[config.mk]
export PLATFORM = sky130hd
export DESIGN_NAME = ahbl_master_arbiter
export DESIGN_NICKNAME = d
export VERILOG_FILES = /design/src/rtl/ahbl_master_arbiter.sv
export SDC_FILE = /design/constraint.sdc
export NUM_CORES = 1
export LEC_CHECK = 0
export ABC_AREA = 1
export BUFFER_PORTS_ARGS = -buffer_cell sky130_fd_sc_hd__clkbuf_2
export CORE_ASPECT_RATIO = 2
export CORE_MARGIN = 1.5
export CORE_UTILIZATION = 44
export CTS_CLUSTER_SIZE = 24
export DETAILED_ROUTE_END_ITERATION = 8
export PLACE_DENSITY = 0.77
export SLEW_MARGIN = 20
export SYNTH_ARGS = -nofsm -noshare
export SYNTH_HDL_FRONTEND = slang
export SYNTH_SLANG_ARGS = --single-unit
[constraint.sdc]
create_clock -name HCLK -period 3.6 [get_ports HCLK]
set_clock_uncertainty 0.15 [all_clocks]
set_input_delay 0 -clock HCLK [delete_from_list [all_inputs] [get_ports HCLK]]
set_output_delay 0 -clock HCLK [all_outputs]
set_load 0.005 [all_outputs]
[src/rtl/ahbl_master_arbiter.sv]
// Round-robin front end sharing one AHB-Lite master port between two requesters, one single-word NONSEQ per grant.
// Optional data-phase wait-state timeout enabled by defining AHBL_ARB_TIMEOUT_EN.
module ahbl_master_arbiter #(
  parameter int unsigned TIMEOUT_CYCLES = 16
) (
  input  logic        HCLK,
  input  logic        HRESET,
  input  logic        req0,
  input  logic        req1,
  input  logic        we0,
  input  logic        we1,
  input  logic [31:0] addr0,
  input  logic [31:0] addr1,
  input  logic [31:0] wdata0,
  input  logic [31:0] wdata1,
  output logic        ack0,
  output logic        ack1,
  output logic [31:0] rdata,
  output logic        err,
  output logic        busy,
  output logic [31:0] HADDR,
  output logic [1:0]  HTRANS,
  output logic [2:0]  HSIZE,
  output logic        HWRITE,
  output logic [31:0] HWDATA,
  input  logic [31:0] HRDATA,
  input  logic        HREADY
);

  typedef enum logic [1:0] {IDLE, ADDR, DATA, DONE} state_t;

  localparam logic [1:0] HTRANS_IDLE   = 2'b00;
  localparam logic [1:0] HTRANS_NONSEQ = 2'b10;

  if (TIMEOUT_CYCLES < 1 || TIMEOUT_CYCLES > 255) begin : g_param_check
    $error("TIMEOUT_CYCLES must be in 1..255");
  end

  state_t      state, state_nxt;
  logic        last_grant;
  logic        gnt;
  logic [31:0] lat_wdata;
  logic        grant0, grant1;
  logic        timeout_hit;

  // last_grant resets to 1 so requester 0 wins the first tie
  assign grant0 = req0 & (~req1 | last_grant);
  assign grant1 = req1 & (~req0 | ~last_grant);
  assign HSIZE  = 3'b010;

`ifdef AHBL_ARB_TIMEOUT_EN
  logic [7:0] wait_cnt;

  assign timeout_hit = (state == DATA) && !HREADY && (wait_cnt == 8'(TIMEOUT_CYCLES - 1));

  always_ff @(posedge HCLK or posedge HRESET) begin
    if (HRESET) begin
      wait_cnt <= 8'd0;
    end else if (state == ADDR && HREADY) begin
      wait_cnt <= 8'd0;
    end else if (state == DATA && !HREADY) begin
      wait_cnt <= wait_cnt + 8'd1;
    end
  end
`else
  assign timeout_hit = 1'b0;
`endif

  always_comb begin
    state_nxt = state;
    case (state)
      IDLE: if (grant0 || grant1)         state_nxt = ADDR;
      ADDR: if (HREADY)                   state_nxt = DATA;
      DATA: if (HREADY || timeout_hit)    state_nxt = DONE;
      DONE:                               state_nxt = IDLE;
      default:                            state_nxt = IDLE;
    endcase
  end

  always_ff @(posedge HCLK or posedge HRESET) begin
    if (HRESET) begin
      state      <= IDLE;
      last_grant <= 1'b1;
      gnt        <= 1'b0;
      lat_wdata  <= 32'd0;
      HTRANS     <= HTRANS_IDLE;
      HADDR      <= 32'd0;
      HWRITE     <= 1'b0;
      HWDATA     <= 32'd0;
      rdata      <= 32'd0;
      ack0       <= 1'b0;
      ack1       <= 1'b0;
      err        <= 1'b0;
      busy       <= 1'b0;
    end else begin
      state <= state_nxt;
      busy  <= (state_nxt != IDLE);
      ack0  <= 1'b0;
      ack1  <= 1'b0;
      err   <= 1'b0;
      case (state)
        IDLE: begin
          if (grant0 || grant1) begin
            gnt        <= grant1;
            last_grant <= grant1;
            HTRANS     <= HTRANS_NONSEQ;
            HADDR      <= grant1 ? addr1  : addr0;
            HWRITE     <= grant1 ? we1    : we0;
            lat_wdata  <= grant1 ? wdata1 : wdata0;
          end
        end
        ADDR: begin
          if (HREADY) begin
            HTRANS <= HTRANS_IDLE;
            if (HWRITE) HWDATA <= lat_wdata;
          end
        end
        DATA: begin
          // HWRITE still holds the direction of the transfer in flight
          if (HREADY) begin
            if (!HWRITE) rdata <= HRDATA;
            ack0 <= ~gnt;
            ack1 <= gnt;
          end else if (timeout_hit) begin
            if (!HWRITE) rdata <= 32'hDEAD_BEEF;
            err  <= 1'b1;
            ack0 <= ~gnt;
            ack1 <= gnt;
          end
        end
        default: ;
      endcase
    end
  end

endmodule

==> results of run 1 <==
## synthesized netlist by cell type
library cell,instances
o21ai_0,1
nand2_1,334
nor2_4,1
clkbuf_1,15
nor2_1,4
buf_6,1
nand4_1,2
dfstp_2,1
dfrtp_1,136
nand3_1,197
conb_1,2
inv_1,138
buf_4,12
nor2_2,2
buf_2,31
inv_2,2
## state kept, by name, summed over array words and instances (netlist names)
name / flops
HADDR: 32
HWDATA: 32
lat_wdata: 32
rdata: 32
state: 2
HTRANS: 1
HWRITE: 1
ack0: 1
ack1: 1
busy: 1
gnt: 1
last_grant: 1
## cell usage in the layout (no fill, tap or decap)
cell type      count
o21ai_0            1
bufinv_16          1
nand2_1          332
nor2_4             1
inv_1            137
clkbuf_1           1
nor2_2             2
conb_1             5
dlygate4sd3_1    164
inv_8              1
clkinvlp_4         7
nor2_1             4
buf_4             10
clkinv_4           1
buf_12             2
inv_6              5
nand4_1            2
nand3_1          197
nand2_2            2
clkbuf_16         17
inv_2              2
dfrtp_1          136
clkbuf_2         267
dfstp_2            1
## report_power, final
part	total [mW]	switching, mW	leakage (nW)	internal [mW]
logic	2.90	1.63	3.92	1.27
clock network	1.68	0.715	0.259	0.967
registers	2.71	0.434	1.70	2.27
## metal layers
metal  up-vias  wire length [µm]  global-route usage [%]
li1       3477                 -                       -
met1      3545              7950                    32.1
met2       405             12200                    51.3
met3        85              1520                    9.96
met4         0              1080                    17.9
met5         -                 0                       0
## final cells by class
type                    instances  area (µm²)
fillers                      1057        4560
flip-flops and latches        137        3430
repair buffers                443        3090
multi-input cells             546        2320
inverters                     140         529
clock buffers                  18         429
well taps                     195         244
clock inverters                14         139
## worst max-delay path: cells and delay by family (launching register included)
family	cells	cell delay, ns
buffers and inverters	3	1.37
flip-flops	1	0.37
AND/OR/NAND/NOR	4	0.46
## worst max path at each step
stage / start / to / slack, ns / cells after the start
after floorplan: HRESET / HADDR[0]$_DFFE_PP0P_ / 1.74 / 1
after global placement: state[0]$_DFF_PP0_ / rdata[18]$_DFFE_PP0P_ / 1.53 / 5
after detailed placement: state[0]$_DFF_PP0_ / rdata[23]$_DFFE_PP0P_ / 1.42 / 5
after CTS: state[1]$_DFF_PP0_ / lat_wdata[25]$_DFFE_PP0P_ / 1.17 / 7
after global routing: state[1]$_DFF_PP0_ / HADDR[4]$_DFFE_PP0P_ / 0.99 / 7
final: state[1]$_DFF_PP0_ / lat_wdata[13]$_DFFE_PP0P_ / 1.12 / 7
## metrics by stage
step                total power [mW]  worst slack, ns  instance area [µm²]  util [%]
floorplan                       4.09             1.74                 6590         -
global placement                5.04             1.53                 7970      54.1
detailed placement              5.12             1.42                 7970      54.1
CTS                             7.22             1.17                10200      69.1
global route                    7.84            0.987                10200      69.1
finish                          7.28             1.12                10200      69.1
## kinds of logic after synthesis
group,count (synthesis)
simple gates,540
buf+inv,199
flops,137
other cells,2
compound gates,1
==> qor.csv, run 1 <==
stage,metric,value,unit
floorplan,IO Count,273,
setup_path,critical path arrival,2.68,ns
clock_network,TritonCTS clock tree,built,
clock_network,Worst-Skew Late Latency,0.41,ns
detailed_routing,Post-DRT Antenna Nets,0,
logic_synthesis,leading area contributor after synthesis,dfrtp_1,
placed_design,PortBufs,267,
detailed_routing,Vias/cell,5.03,
hold_path,Hold/Removal Path Class,in2reg,
sta,RSZ-0062 raised after global routing,no,
global_route,first-pass GRT wire length,36.5,mm
placed_design,Detail Placement HPWL,12.8,mm
setup_path,Worst Path Required,3.80,ns
pwr,VDD IR max,0.386,mV
clock_network,Worst-path clk slew,0.06,ns
floorplan,initial core utilization,44.6,%
setup_path,RR Startpoint,state[1]$_DFF_PP0_,
logic_synthesis,Synth cell types,16,
detailed_routing,routed len/inst,15.2,µm
placed_design,Cells after DPL,1297,
logic_synthesis,largest family of logic cells by synthesized area,simple AND/OR/NAND/NOR gates,
logic_synthesis,Mapped Avg Cell Area,7.48,µm²
clock_network,cts hold-fix bufs,164,
pwr,Leakage,5.87,nW
sta,Worst-Margin Slew,1.14,ns
logic_synthesis,Mapped Area,0.00657,mm²
cells_and_area,non-filler instance count after layout,1493,
sta,final hold violations,0,
logic_synthesis,simple-gate share of the synthesized area,34.9,%
sta,setup TNS,0,ns
sta,Final Slew Violations,0,
setup_path,reg2reg end,lat_wdata[13]$_DFFE_PP0P_,
sta,crit share post-route,68.8,%
detailed_routing,vias after detailed routing,7512,
logic_synthesis,synth top area cells,"dfrtp_1 (52%), nand2_1 (19%), nand3_1 (15%), inv_1 (7.9%), buf_2 (2.4%)",
detailed_routing,Routed WL,22.7,mm
cells_and_area,share of post-route cells with drive strength above 1,24.6,%
logic_synthesis,yosys warns,0,
hold_path,Hold Path Sink,HTRANS[1]$_DFFE_PP0P_,
global_route,grt total ovfl,0,
detailed_routing,initial DRC count,455,
global_route,pin count of the biggest net entering global routing,68,
hold_path,worst hold start,req0,
floorplan,Die Width,89.4,µm
global_route,gr usage total,30.5,%
clock_network,htree depth,4,
setup_path,Worst setup SP type,register,
clock_network,Inserted Clock Buffers,17,
sta,slew margin rel.,23.9,%
setup_path,Critical-path top delay cell,dlygate4sd3_1,
logic_synthesis,mux cell area share after synthesis,0,%
sta,worst hold margin,0.0390,ns
global_route,via count of the first global-routing pass,7560,
sta,final setup fails,0,
sta,Max Fclk,0.403,GHz
clock_network,Resized cells post-CTS,0,
floorplan,core area,0.0147,mm²
detailed_routing,first drt pass iteration count,5,
clock_network,number of clock sinks,137,
logic_synthesis,Compound-Gate Fraction of Synth Area,0.0762,%
floorplan,Die ar.,0.0157,mm²
setup_path,worst-case reg-to-reg path depth,7,
setup_path,R2R Setup Slk,1.12,ns
cells_and_area,ANT cells,0,
logic_synthesis,Mapped Cells,879,
run_status,status,completed,
sta,Tmin final,2.48,ns
clock_network,Post-CTS Setup Inserts,0,
pwr,pwr/cell area,715,mW/mm²
detailed_routing,drc violations,0,
cells_and_area,area grow syn2layout,55.0,%
setup_path,critical path endpoint category,register,
setup_path,crit path cell chain,inv_1 -> nand2_1 -> nor2_4 -> buf_4 -> nand3_1 -> dlygate4sd3_1 -> nand2_1,
floorplan,row count,63,
setup_path,"slowest stage delay, CP",0.62,ns
hold_path,Hold Path Cell Cnt,5,
placed_design,Routability Congestion,0.867,
clock_network,clk root buf,clkbuf_16,
logic_synthesis,Synth Register Bits,137,
clock_network,CTS max path bufs,2,
logic_synthesis,sequential fraction of the synthesis area,52.2,%
floorplan,Die Y,176,µm
logic_synthesis,xor/xnor share of the synthesized area,0,%
logic_synthesis,adder-cell share of the synthesized area,0,%
setup_path,CP dominant cell by count,nand2_1,
setup_path,WS Path Type,reg2reg,
logic_synthesis,Synth top area share,51.8,%
cells_and_area,nets,1452,
global_route,antenna violations before repair,0,
run,Max Cap Violations,0,
setup_path,CP max FO,67,
Note: power is estimated with default switching activity, not from simulation.
==> run 2, diff against run 1 <==
Clock period 3.6 ns to 2.26 ns, I/O delays scaled along.
==> run 2 against run 1 <==
Effect of this change: the flow now finishes with violations (hold timing); final cell count grew 0.47%; total power grew 61%; via count shrank 0.81%; global-route usage shrank 1.7 points; maximum frequency grew 17%; worst hold slack lost 0.041 ns; sequential share of layout area shrank 0.29 points; clock power grew 67%; flip-flop and latch count is the same; final area grew 0.87%; critical path depth shrank 1; die area is the same; largest power group unchanged; highest routed layer unchanged.
==> qor.csv, run 2 (synthesis gave the netlist of run 1 again) <==
stage,metric,value,unit
cells_and_area,Final Util,69.7,%
floorplan,Die Y,176,µm
floorplan,IO Count,273,
detailed_routing,met3 WL,1.33,mm
setup_path,worst setup path start,last_grant$_DFFE_PP1P_,
run_status,status,"complete, but fails checks",
setup_path,CP max FO,66,
detailed_routing,Top Metal Used,met4,
placed_design,Detail Placement HPWL,13.1,mm
run_status,failing checks,hold timing,
placed_design,dpl ws,0.525,ns
sta,Max Fclk,0.471,GHz
pwr,Leakage,5.93,nW
detailed_routing,initial DRC count,365,
setup_path,R2R Setup Slk,0.14,ns
floorplan,initial core utilization,44.6,%
cells_and_area,nets,1458,
cells_and_area,"commonest cells after routing, fill and taps aside","nand2_1 (332), clkbuf_2 (267), nand3_1 (197), dlygate4sd3_1 (164), inv_1 (137)",
cells_and_area,area grow syn2layout,56.3,%
global_route,antenna violations before repair,1,
floorplan,Die ar.,0.0157,mm²
global_route,grt total ovfl,0,
clock_network,Inserted Clock Buffers,17,
clock_network,number of clock sinks,137,
cells_and_area,# fillers,1043,
setup_path,critical path arrival,2.28,ns
sta,slew margin rel.,52.7,%
placed_design,Routability Congestion,0.916,
detailed_routing,Post-DRT Antenna Nets,0,
sta,Final Slew Violations,0,
clock_network,Worst-path clk slew,0.06,ns
setup_path,Worst Path Required,2.42,ns
detailed_routing,M1 wire length,7.84,mm
detailed_routing,first drt pass iteration count,5,
global_route,pin count of the biggest net entering global routing,68,
placed_design,PortBufs,267,
cells_and_area,"commonest non-fill, non-tap cell in the layout",nand2_1,
floorplan,row count,63,
detailed_routing,Routed WL,22.2,mm
setup_path,Critical Path Sink,HADDR[6]$_DFFE_PP0P_,
global_route,via count of the first global-routing pass,7515,
setup_path,worst-case reg-to-reg path depth,6,
floorplan,Die Width,89.4,µm
setup_path,reg2reg end,HADDR[6]$_DFFE_PP0P_,
setup_path,Worst setup SP type,register,
clock_network,htree depth,4,
sta,crit share post-route,93.9,%
sta,RSZ-0062 raised after global routing,no,
sta,final setup fails,0,
clock_network,Worst-Skew Late Latency,0.41,ns
floorplan,core area,0.0147,mm²
sta,setup TNS,0,ns
hold_path,Hold/Removal Path Class,in2reg,
sta,worst hold margin,-0.00150,ns
global_route,gr usage total,28.7,%
detailed_routing,metal2 WL,11.8,mm
detailed_routing,routed len/inst,14.8,µm
sta,Tmin final,2.12,ns
pwr,VDD IR max,0.694,mV
sta,Setup WS post-layout,0.139,ns
setup_path,CP dominant cell by count,nand3_1,
setup_path,critical path endpoint category,register,
setup_path,WS Path Type,reg2reg,
cells_and_area,share of post-route cells with drive strength above 1,25.0,%
pwr,pwr/cell area,1140,mW/mm²
run,Max Cap Violations,0,
clock_network,Post-CTS Setup Inserts,0,
pwr,Total Power,11.8,mW
setup_path,crit path cell chain,nand2_2 -> buf_6 -> nand3_1 -> nand3_1 -> dlygate4sd3_1 -> nand2_1,
clock_network,CTS max path bufs,2,
sta,final hold violations,1,
detailed_routing,vias after detailed routing,7451,
detailed_routing,Vias/cell,4.97,
detailed_routing,drc violations,0,
placed_design,dpl cell area,0.00802,mm²
sta,Worst-Margin Slew,0.710,ns
clock_network,TritonCTS clock tree,built,
setup_path,"slowest stage delay, CP",0.57,ns
global_route,first-pass GRT wire length,34.8,mm
cells_and_area,post-route cell area,0.0103,mm²
clock_network,clk root buf,clkbuf_16,
setup_path,RR Startpoint,last_grant$_DFFE_PP1P_,
setup_path,Critical-path top delay cell,dlygate4sd3_1,
run 2: area by class of cell:
cell class | instances | area [µm²] | share of cell area (%)
Antenna cell | 1 | 2.50 | 0.0244
Clock buffer | 18 | 439 | 4.28
Clock inverter | 14 | 163 | 1.58
Inverter | 140 | 529 | 5.15
Multi-Input combinational cell | 546 | 2320 | 22.6
Sequential cell | 137 | 3430 | 33.4
Tap cell | 195 | 244 | 2.38
Timing Repair Buffer | 449 | 3150 | 30.6
run 2: worst min path at each step:
stage          startpoint                      to  slack (ns)  depth (start not counted)
2_1_floorplan  HRDATA[24]   rdata[24]$_DFFE_PP0P_      -0.004                          2
3_3_place_gp       HRESET    HADDR[5]$_DFFE_PP0P_       -0.07                          2
3_5_place_dp       HRESET    HADDR[4]$_DFFE_PP0P_       -0.08                          2
4_1_cts              req1  last_grant$_DFFE_PP1P_       0.009                          4
5_1_grt              req1  last_grant$_DFFE_PP1P_        0.02                          4
6_report             req1  last_grant$_DFFE_PP1P_      -0.001                          4
run 2: timing repair:
action                                 in CTS  in global routing
gates resized for setup                     0                  2
setup endpoints to repair                   0                 37
hold buffers                              164                  0
endpoints found under the hold margin     239                  0
run 2: through the flow:
stage               std cells  hold WS (ns)
detailed placement       1303       -0.0753
global placement         1303       -0.0723
CTS                      1499       0.00881
global route             1500        0.0210
floorplan                 882      -0.00446
finish                   1500      -0.00150
run 2: per-layer routing:
layer	up-vias	track usage (%)
li1	3489	-
met1	3498	30.1
met2	368	51.1
met3	96	4.56
met4	0	18.5
met5	-	0
run 2: report_power, final:
group,total (mW),switching (mW),internal (mW)
Clock,2.81,1.13,1.68
Sequential,4.30,0.683,3.62
Combinational,4.64,2.58,2.06
Total,11.8,4.39,7.36
run 2: worst max-delay path: cells and delay by family, from the launching register on:
| family | cells | cell delay, ns |
|---|---|---|
| buf+inv | 2 | 1.01 |
| simple gates | 4 | 0.48 |
| flops | 1 | 0.37 |
==> run 3, diff against run 2 <==
Settings changed: RECOVER_POWER set to 50.
==> run 3 against run 2 <==
Effect of this change: the run still ends with hold timing left; wire length is 0.14% higher; register-to-register slack is essentially flat; combinational power is 3% lower; critical path type unchanged; clock-buffer cell count unchanged; sequential share of layout area is 0.42 points higher; largest power group unchanged; highest routed layer unchanged.
==> qor.csv, run 3 (synthesis gave the netlist of run 1 again) <==
stage,metric,value,unit
run_status,status,"complete, but fails checks",
run_status,failing checks,hold timing,
cells_and_area,share of post-route cells with drive strength above 1,18.8,%
pwr,P_int,7.20,mW
pwr,switching power,4.39,mW
floorplan,Die Y,176,µm
pwr,VDD IR max,0.692,mV
detailed_routing,Routed WL,22.2,mm
sta,setup TNS,0,ns
clock_network,TritonCTS clock tree,built,
sta,slew margin rel.,33.4,%
clock_network,Worst-Skew Late Latency,0.41,ns
global_route,gr usage total,28.7,%
sta,Worst-Margin Slew,0.993,ns
cells_and_area,"commonest non-fill, non-tap cell in the layout",nand2_1,
clock_network,number of clock sinks,137,
sta,final setup fails,0,
setup_path,CP max FO,66,
sta,worst hold margin,-0.0101,ns
detailed_routing,Top Metal Used,met4,
setup_path,CP dominant cell by count,nand3_1,
placed_design,dpl cell area,0.00802,mm²
global_route,grt total ovfl,0,
detailed_routing,M1 wire length,7.80,mm
sta,Setup WS post-layout,0.154,ns
clock_network,Post-CTS Setup Inserts,0,
pwr,logic gate share of total power,38.7,%
setup_path,critical path endpoint category,register,
global_route,pin count of the biggest net entering global routing,68,
detailed_routing,vias after detailed routing,7422,
setup_path,crit path cell chain,nand2_2 -> buf_6 -> nand3_1 -> nand3_1 -> dlygate4sd3_1 -> nand2_1,
clock_network,Inserted Clock Buffers,17,
run,Max Cap Violations,0,
cells_and_area,# fillers,1107,
detailed_routing,Vias/cell,4.95,
sta,Max Fclk,0.475,GHz
global_route,via count of the first global-routing pass,7515,
cells_and_area,Final Util,68.8,%
setup_path,"slowest stage delay, CP",0.57,ns
hold_path,Hold/Removal Path Class,in2reg,
pwr,Clk network pwr share,24.2,%
placed_design,Routability Congestion,0.916,
setup_path,crit-path leading delay family,buffers and inverters,
cells_and_area,post-route cell area,0.0101,mm²
sta,crit share post-route,93.2,%
floorplan,row count,63,
placed_design,Detail Placement HPWL,13.1,mm
pwr,pwr/cell area,1140,mW/mm²
detailed_routing,met3 WL,1.38,mm
setup_path,WS Path Type,reg2reg,
clock_network,clk root buf,clkbuf_16,
setup_path,Worst setup SP type,register,
setup_path,Worst Path Required,2.42,ns
setup_path,Buf/Inv on CP,2,
cells_and_area,nets,1458,
clock_network,CTS max path bufs,2,
sta,Tmin final,2.11,ns
pwr,Leakage,5.67,nW
floorplan,Die ar.,0.0157,mm²
detailed_routing,Post-DRT Antenna Nets,0,
setup_path,critical path arrival,2.26,ns
placed_design,dpl ws,0.525,ns
floorplan,Die Width,89.4,µm
detailed_routing,first drt pass iteration count,5,
cells_and_area,"commonest cells after routing, fill and taps aside","nand2_1 (332), nand3_1 (197), clkbuf_2 (187), dlygate4sd3_1 (164), inv_1 (138)",
setup_path,Critical-path top delay cell,dlygate4sd3_1,
clock_network,htree depth,4,
pwr,sequential power share,37.1,%
sta,final hold violations,1,
floorplan,initial core utilization,44.6,%
sta,RSZ-0062 raised after global routing,no,
sta,Final Slew Violations,0,
detailed_routing,initial DRC count,394,
floorplan,IO Count,273,
pwr,switch share,37.9,%
clock_network,Worst-path clk slew,0.06,ns
pwr,Total Power,11.6,mW
global_route,antenna violations before repair,1,
cells_and_area,area grow syn2layout,54.4,%
detailed_routing,drc violations,0,
detailed_routing,metal2 WL,11.8,mm
detailed_routing,routed len/inst,14.8,µm
floorplan,core area,0.0147,mm²
global_route,first-pass GRT wire length,34.8,mm
placed_design,PortBufs,267,
==> run 3: cell count changes in the layout (fill, tap and decap cells not counted) <==
cell / delta
clkinvlp_4: -1
clkbuf_1: +78
inv_1: +1
clkinvlp_2: +1
inv_2: -1
buf_12: -2
clkbuf_4: +2
clkbuf_2: -80
buf_1: +2
==> run 3: cell type report <==
cell class	count	area, µm²	share of cell area [%]
flip-flops and latches	137	3430	33.8
repair buffers	449	3020	29.8
multi-input cells	546	2320	22.9
inverters	140	527	5.19
clock buffers	18	439	4.33
well taps	195	244	2.41
clock inverters	14	163	1.60
diodes	1	2.50	0.0247
==> run 3: routing by layer <==
layer  GRT usage (%)  vias up
li1                -     3493
met1            30.1     3475
met2            51.1      362
met3            4.56       92
met4            18.5        0
met5               0        -
==> run 3: timing repair <==
item,in CTS,in global routing
resized for setup,0,2
hold buffers,164,0
endpoints found under the hold margin,239,0
endpoints found under the setup margin,0,37
==> run 3: power by group through the flow <==
| stage | sequential, mW | clock (mW) | combinational, mW |
|---|---|---|---|
| after floorplan | 4.26 | 0 | 2.26 |
| after global placement | 4.28 | 0 | 3.78 |
| after detailed placement | 4.28 | 0 | 3.92 |
| after CTS | 4.27 | 2.86 | 4.57 |
| after global routing | 4.43 | 2.94 | 5.02 |
| final | 4.30 | 2.81 | 4.49 |
==> run 3: worst register-to-register path, stage by stage (launching register included) <==
cell,delay [ns]
dfstp_2,0.37
nand2_2,0.08
buf_6,0.43
nand3_1,0.21
nand3_1,0.15
dlygate4sd3_1,0.57
nand2_1,0.05
==> run 3: path summary, 6_finish.rpt <==
check | from | slack (ns) | to | cells after the start
max in group asynchronous | HRESET | 0.40 | HWDATA[6]$_DFFE_PP0P_ | 4
setup reg to reg | last_grant$_DFFE_PP1P_ | 0.15 | HADDR[6]$_DFFE_PP0P_ | 6
hold / removal | req1 | -0.01 | last_grant$_DFFE_PP1P_ | 4
setup / recovery | last_grant$_DFFE_PP1P_ | 0.15 | HADDR[6]$_DFFE_PP0P_ | 6
min in group asynchronous | HRESET | 0.15 | HADDR[5]$_DFFE_PP0P_ | 3
hold reg to reg | gnt$_DFFE_PP0P_ | 0.27 | ack0$_DFF_PP0_ | 1
==> run 3: through the flow <==
step | hold WS [ns] | std cells
CTS | 0.00881 | 1499
global placement | -0.0723 | 1303
global route | 0.0210 | 1500
floorplan | -0.00446 | 882
finish | -0.0101 | 1500
detailed placement | -0.0753 | 1303
